<file path="src/rtl/pipe_stage_buf.sv">
// Pipeline-stage register with valid/ready handshakes, an optional 2-entry skid buffer,
// synchronous flush, and freeze. The control bundle is zeroed on every bubble.
module pipe_stage_buf #(
   parameter int unsigned CTRL_W = 9,
   parameter int unsigned DATA_W = 128,
   parameter int unsigned SKID   = 1
) (
   input  logic              i_clk,
   input  logic              i_rst,
   input  logic              i_flush,
   input  logic              i_freeze,
   input  logic              i_in_valid,
   output logic              o_in_ready,
   input  logic [CTRL_W-1:0] i_in_ctrl,
   input  logic [DATA_W-1:0] i_in_data,
   output logic              o_out_valid,
   input  logic              i_out_ready,
   output logic [CTRL_W-1:0] o_out_ctrl,
   output logic [DATA_W-1:0] o_out_data,
   output logic [1:0]        o_occupancy
);

   localparam bit SKID_EN = (SKID != 0);

   logic              r_m_vld, r_k_vld;
   logic [CTRL_W-1:0] r_m_ctrl, r_k_ctrl;
   logic [DATA_W-1:0] r_m_data, r_k_data;

   logic              w_m_vld_nx, w_k_vld_nx;
   logic [CTRL_W-1:0] w_m_ctrl_nx, w_k_ctrl_nx;
   logic [DATA_W-1:0] w_m_data_nx, w_k_data_nx;

   logic w_rdy_base, w_in_ready, w_out_valid, w_acc, w_emit;

   // With the skid entry, in_ready depends only on K state, so out_ready never reaches upstream.
   assign w_rdy_base  = SKID_EN ? !r_k_vld : (!r_m_vld || i_out_ready);
   assign w_in_ready  = w_rdy_base && !i_freeze && !i_flush;
   assign w_out_valid = r_m_vld && !i_freeze;
   assign w_acc       = i_in_valid && w_in_ready;
   assign w_emit      = w_out_valid && i_out_ready;

   assign o_in_ready  = w_in_ready;
   assign o_out_valid = w_out_valid;
   assign o_out_ctrl  = r_m_ctrl & {CTRL_W{w_out_valid}};
   assign o_out_data  = r_m_data;
   // K is only ever valid when M is valid.
   assign o_occupancy = {r_k_vld, r_m_vld && !r_k_vld};

   always_comb begin
      w_m_vld_nx  = r_m_vld;
      w_m_ctrl_nx = r_m_ctrl;
      w_m_data_nx = r_m_data;
      w_k_vld_nx  = r_k_vld;
      w_k_ctrl_nx = r_k_ctrl;
      w_k_data_nx = r_k_data;
      if (!r_m_vld) begin
         if (w_acc) begin
            w_m_vld_nx  = 1'b1;
            w_m_ctrl_nx = i_in_ctrl;
            w_m_data_nx = i_in_data;
         end
      end else if (!r_k_vld) begin
         if (w_acc && w_emit) begin
            w_m_ctrl_nx = i_in_ctrl;
            w_m_data_nx = i_in_data;
         end else if (w_emit) begin
            w_m_vld_nx  = 1'b0;
            w_m_ctrl_nx = '0;
         end else if (w_acc && SKID_EN) begin
            w_k_vld_nx  = 1'b1;
            w_k_ctrl_nx = i_in_ctrl;
            w_k_data_nx = i_in_data;
         end
      end else if (w_emit) begin
         w_m_ctrl_nx = r_k_ctrl;
         w_m_data_nx = r_k_data;
         w_k_vld_nx  = 1'b0;
         w_k_ctrl_nx = '0;
      end
   end

   always_ff @(posedge i_clk or posedge i_rst) begin
      if (i_rst) begin
         r_m_vld  <= 1'b0;
         r_m_ctrl <= '0;
         r_m_data <= '0;
         r_k_vld  <= 1'b0;
         r_k_ctrl <= '0;
         r_k_data <= '0;
      end else if (i_flush) begin
         r_m_vld  <= 1'b0;
         r_m_ctrl <= '0;
         r_m_data <= '0;
         r_k_vld  <= 1'b0;
         r_k_ctrl <= '0;
         r_k_data <= '0;
      end else begin
         r_m_vld  <= w_m_vld_nx;
         r_m_ctrl <= w_m_ctrl_nx;
         r_m_data <= w_m_data_nx;
         r_k_vld  <= w_k_vld_nx;
         r_k_ctrl <= w_k_ctrl_nx;
         r_k_data <= w_k_data_nx;
      end
   end

   a_occ_bound: assert property (@(posedge i_clk) disable iff (i_rst)
      (!r_k_vld || r_m_vld) && (SKID_EN || !r_k_vld));

endmodule
</file>
<file path="config.mk">
export PLATFORM = sky130hd
export DESIGN_NAME = pipe_stage_buf
export DESIGN_NICKNAME = d
export VERILOG_FILES = /design/src/rtl/pipe_stage_buf.sv
export SDC_FILE = /design/constraint.sdc
export NUM_CORES = 1
export LEC_CHECK = 0
export CORE_ASPECT_RATIO = 1.25
export CORE_UTILIZATION = 52
export CTS_CLUSTER_DIAMETER = 50
export DETAILED_ROUTE_END_ITERATION = 16
export GPL_ROUTABILITY_DRIVEN = 0
export PLACE_DENSITY = 0.81
export SKIP_CTS_REPAIR_TIMING = 1
export SLEW_MARGIN = 0
export SYNTH_ARGS = -nofsm -noshare
export SYNTH_HDL_FRONTEND = slang
export SYNTH_SLANG_ARGS = --single-unit
</file>
<file path="constraint.sdc">
create_clock -name i_clk -period 12.9 [get_ports i_clk]
set_clock_uncertainty 0.05 [all_clocks]
set_input_delay 1.935 -clock i_clk [delete_from_list [all_inputs] [get_ports i_clk]]
set_output_delay 1.935 -clock i_clk [all_outputs]
set_load 0.02 [all_outputs]
</file>
==> flow_summary.json <==
{
  "grt_setup_unrepaired": "false",
  "dieArea_sq_um": 27400,
  "static-leakage-power_nw": 7.38,
  "max_cap_viol_count": 0,
  "path_buf_inv": 2,
  "synth-warning-count": 0,
  "cts.htree.levels": 1,
  "synth_top_family_by_area": "compound AO/OA/AOI/OAI gates",
  "start_util": 0.532,
  "critPathTopFamily": "buffers and inverters",
  "post-synth-top-area-fraction": 0.496,
  "placement_rows": 66,
  "synth_xor_area_frac": 0,
  "number_of_remaining_drc_errors": 0,
  "final_min_period_ns": 5.97,
  "timing.hold.worst.start": "o_out_data[45]",
  "detail_route.first_pass.iterations": 5,
  "globalRouteOverflowTotal": 0,
  "synth_seq_cells": 276,
  "setup_violations": 0,
  "slew-limit-headroom": 0.230,
  "clock_latency_ns": 0.54,
  "hold_end": "o_out_data[45]",
  "hold_viol_final": 0,
  "placement_cell_area_sq_um": 16600,
  "placement.io_buffers": 283,
  "worst_r2r_endpoint": "r_m_ctrl[0]",
  "io-pin-count": 284,
  "cp.arrival_ns": 3.98,
  "hold_path.class": "flop to flop",
  "cts-buffers-inserted": 28,
  "grt_antenna_before_repair": 1,
  "routed_wire_length_per_instance_microns": 19.4,
  "avgSynthCellArea_sq_um": 9.96,
  "sinks_on_clock_net": 276,
  "via_per_inst": 6.04,
  "cpMaxStageDelayCell": "clkdlybuf4s50_1",
  "worst-endpoint-required_ns": 10.91,
  "antennaDiodeCount": 0,
  "ys_types": 32,
  "synth_sequential_area_ratio": 0.496,
  "layout_utilization": 0.671,
  "final_design_area_no_fill_sq_um": 17600,
  "hold-path-cell-count": 1,
  "clock_path_buffers": 3,
  "regToRegStartpoint": "r_k_vld",
  "path_class": "input port to output pin",
  "status": "finished, final reports clean",
  "globalRouteTotalUtil": 0.272,
  "fmax_ghz": 0.168,
  "vias_after_detailed_routing": 11700,
  "muxShareOfSynthArea": 0.104,
  "final-instance-count-excl-fill": 1938,
  "clkSlewWorstSetupHoldPaths_ns": 0.06,
  "drv_slew": 0,
  "synth_top_flop_cell": "dfrtp_1",
  "synth_top_area_cell": "dfrtp_1",
  "synthesis.area_sq_um": 13900,
  "fin_crit_sh": 0.462,
  "netlist_top_cells_area": "dfrtp_1 50%, mux2_1 9.7%, a21bo_2 9.3%",
  "num-nets-final": 1719,
  "synth-edff-count": 0,
  "fp.dieW_microns": 148,
  "worst_setup_path_end_kind": "output pin",
  "grt_start_max_net_pins": 126,
  "dp_hpwl_microns": 21700,
  "setup_total_neg_slack_ns": 0,
  "grt_pass1_vias": 11700,
  "synth_simple_gate_area_frac": 0.148,
  "critPathMaxStageDelay_ns": 0.63,
  "syn-num-nets": 1541,
  "crit_chain": "clkdlybuf4s50_1, nor2b_1, and2_1, clkdlybuf4s50_1",
  "power-per-cell-area_nw_per_um2": 120,
  "numPlacedInstances": 1886,
  "worst_setup_slack_for_register_to_register_paths_ns": 9.74,
  "first_pass_grt_wire_length_microns": 60500,
  "layout_area_overhead_pct": 26.2,
  "synth_compound_gate_area_share": 0.200,
  "total_detailed_routing_wirelength_microns": 37500,
  "timing_worst_slew_pin_value_ns": 1.16,
  "start_kind": "input port",
  "critical_path.max_fanout": 13,
  "cts_tree": "yes",
  "drtIter0Drc": 967,
  "asyncSetResetFlopFracSynth": 1.00,
  "drive_gt1_frac": 0.133,
  "yosys.area_share.adder": 0,
  "timing.critical_path.depth": 4,
  "cpMostUsedCell": "clkdlybuf4s50_1",
  "vdd_ir_drop_max_v": 0.000102,
  "floorplan.core_area_sq_um": 26200,
  "drtAntennaViolNets": 0,
  "timing.reg2reg.worst_path_depth": 5,
  "cts.root.buffer_cell": "clkbuf_16",
  "netlist_instances": 1398,
  "die-height_microns": 185
}
==> cell type report <==
| cell class | instances | area, sq um |
|---|---|---|
| multi-input combinational | 970 | 6320 |
| sequential | 276 | 6910 |
| clock inverter | 10 | 85.1 |
| inverter | 2 | 17.5 |
| fill | 1994 | 8610 |
| clock buffer | 42 | 855 |
| timing repair buffer | 298 | 2940 |
| tap | 340 | 425 |
==> how the worst max path moves through the flow <==
stage | startpoint | slack [ns] | to
2_1_floorplan | i_rst | 3.31 | o_out_data[0]
3_3_place_gp | i_freeze | 7.06 | o_out_ctrl[8]
3_5_place_dp | i_freeze | 6.95 | o_out_ctrl[3]
4_1_cts | i_freeze | 6.95 | o_out_ctrl[3]
5_1_grt | i_freeze | 6.77 | o_out_ctrl[2]
6_report | i_freeze | 6.93 | o_out_ctrl[3]
==> cells in the mapped netlist, drive strengths merged, types with 2 or more instances <==
library cell	instances
mux2	128
nor4b	2
and2	10
a21oi	130
nor2b	5
nand2	139
inv	2
nand3	258
o31ai	2
clkbuf	82
buf	68
o2bb2ai	9
o21ai	128
dfrtp	276
nor3b	8
a221o	7
a21bo	129
a31oi	3
nor3	4
==> kinds of logic after synthesis <==
logic type | after synthesis
compound gates | 410
mux | 129
buf+inv | 152
flops | 276
simple gates | 431
==> cell usage in the layout (no fill, tap or decap), drive strengths merged, types with 2 or more instances in the layout <==
cell | Yosys | routed
clkinv | 0 | 7
clkdlybuf4s50 | 0 | 282
o31ai | 2 | 2
nor3 | 4 | 4
nand2 | 139 | 139
clkbuf | 82 | 42
inv | 2 | 3
nor2b | 5 | 5
nor4b | 2 | 2
nand3 | 258 | 258
mux2 | 128 | 128
and2 | 10 | 10
nor3b | 8 | 8
o2bb2ai | 9 | 9
buf | 68 | 16
a221o | 7 | 7
a21oi | 130 | 130
o21ai | 128 | 128
dfrtp | 276 | 276
a31oi | 3 | 3
a21bo | 129 | 129
==> registers in the layout (all words and copies together) (netlist names) <==
signal	flops
o_out_data	128
r_k_data	128
r_k_ctrl	9
r_m_ctrl	9
r_k_vld	1
r_m_vld	1
==> per-layer routing <==
layer / up-vias / share of wire / wire length (microns) / global-route usage
met1: 5832 / 0.40 / 15000 / 0.349
met4: 2 / 0.031 / 1170 / 0.0998
li1: 5296 / - / - / -
met2: 489 / 0.49 / 18400 / 0.455
met3: 78 / 0.076 / 2850 / 0.0539
met5: - / 0.00035 / 13 / 0
==> power by group <==
part	switching (mW)	internal, mW
Combinational	0.180	0.167
Clock	0.344	0.478
Sequential	0.0321	0.909
Total	0.556	1.55
==> through the flow <==
step / worst slack [ns] / power [mW] / hold slack, ns
after floorplan: 3.31 / 1.14 / 0.422
after global placement: 7.06 / 1.30 / 0.417
after detailed placement: 6.95 / 1.30 / 0.424
after CTS: 6.95 / 2.13 / 0.438
after global routing: 6.77 / 2.19 / 0.451
final: 6.93 / 2.11 / 0.432
No activity file was read; power rests on OpenSTA's default activity.
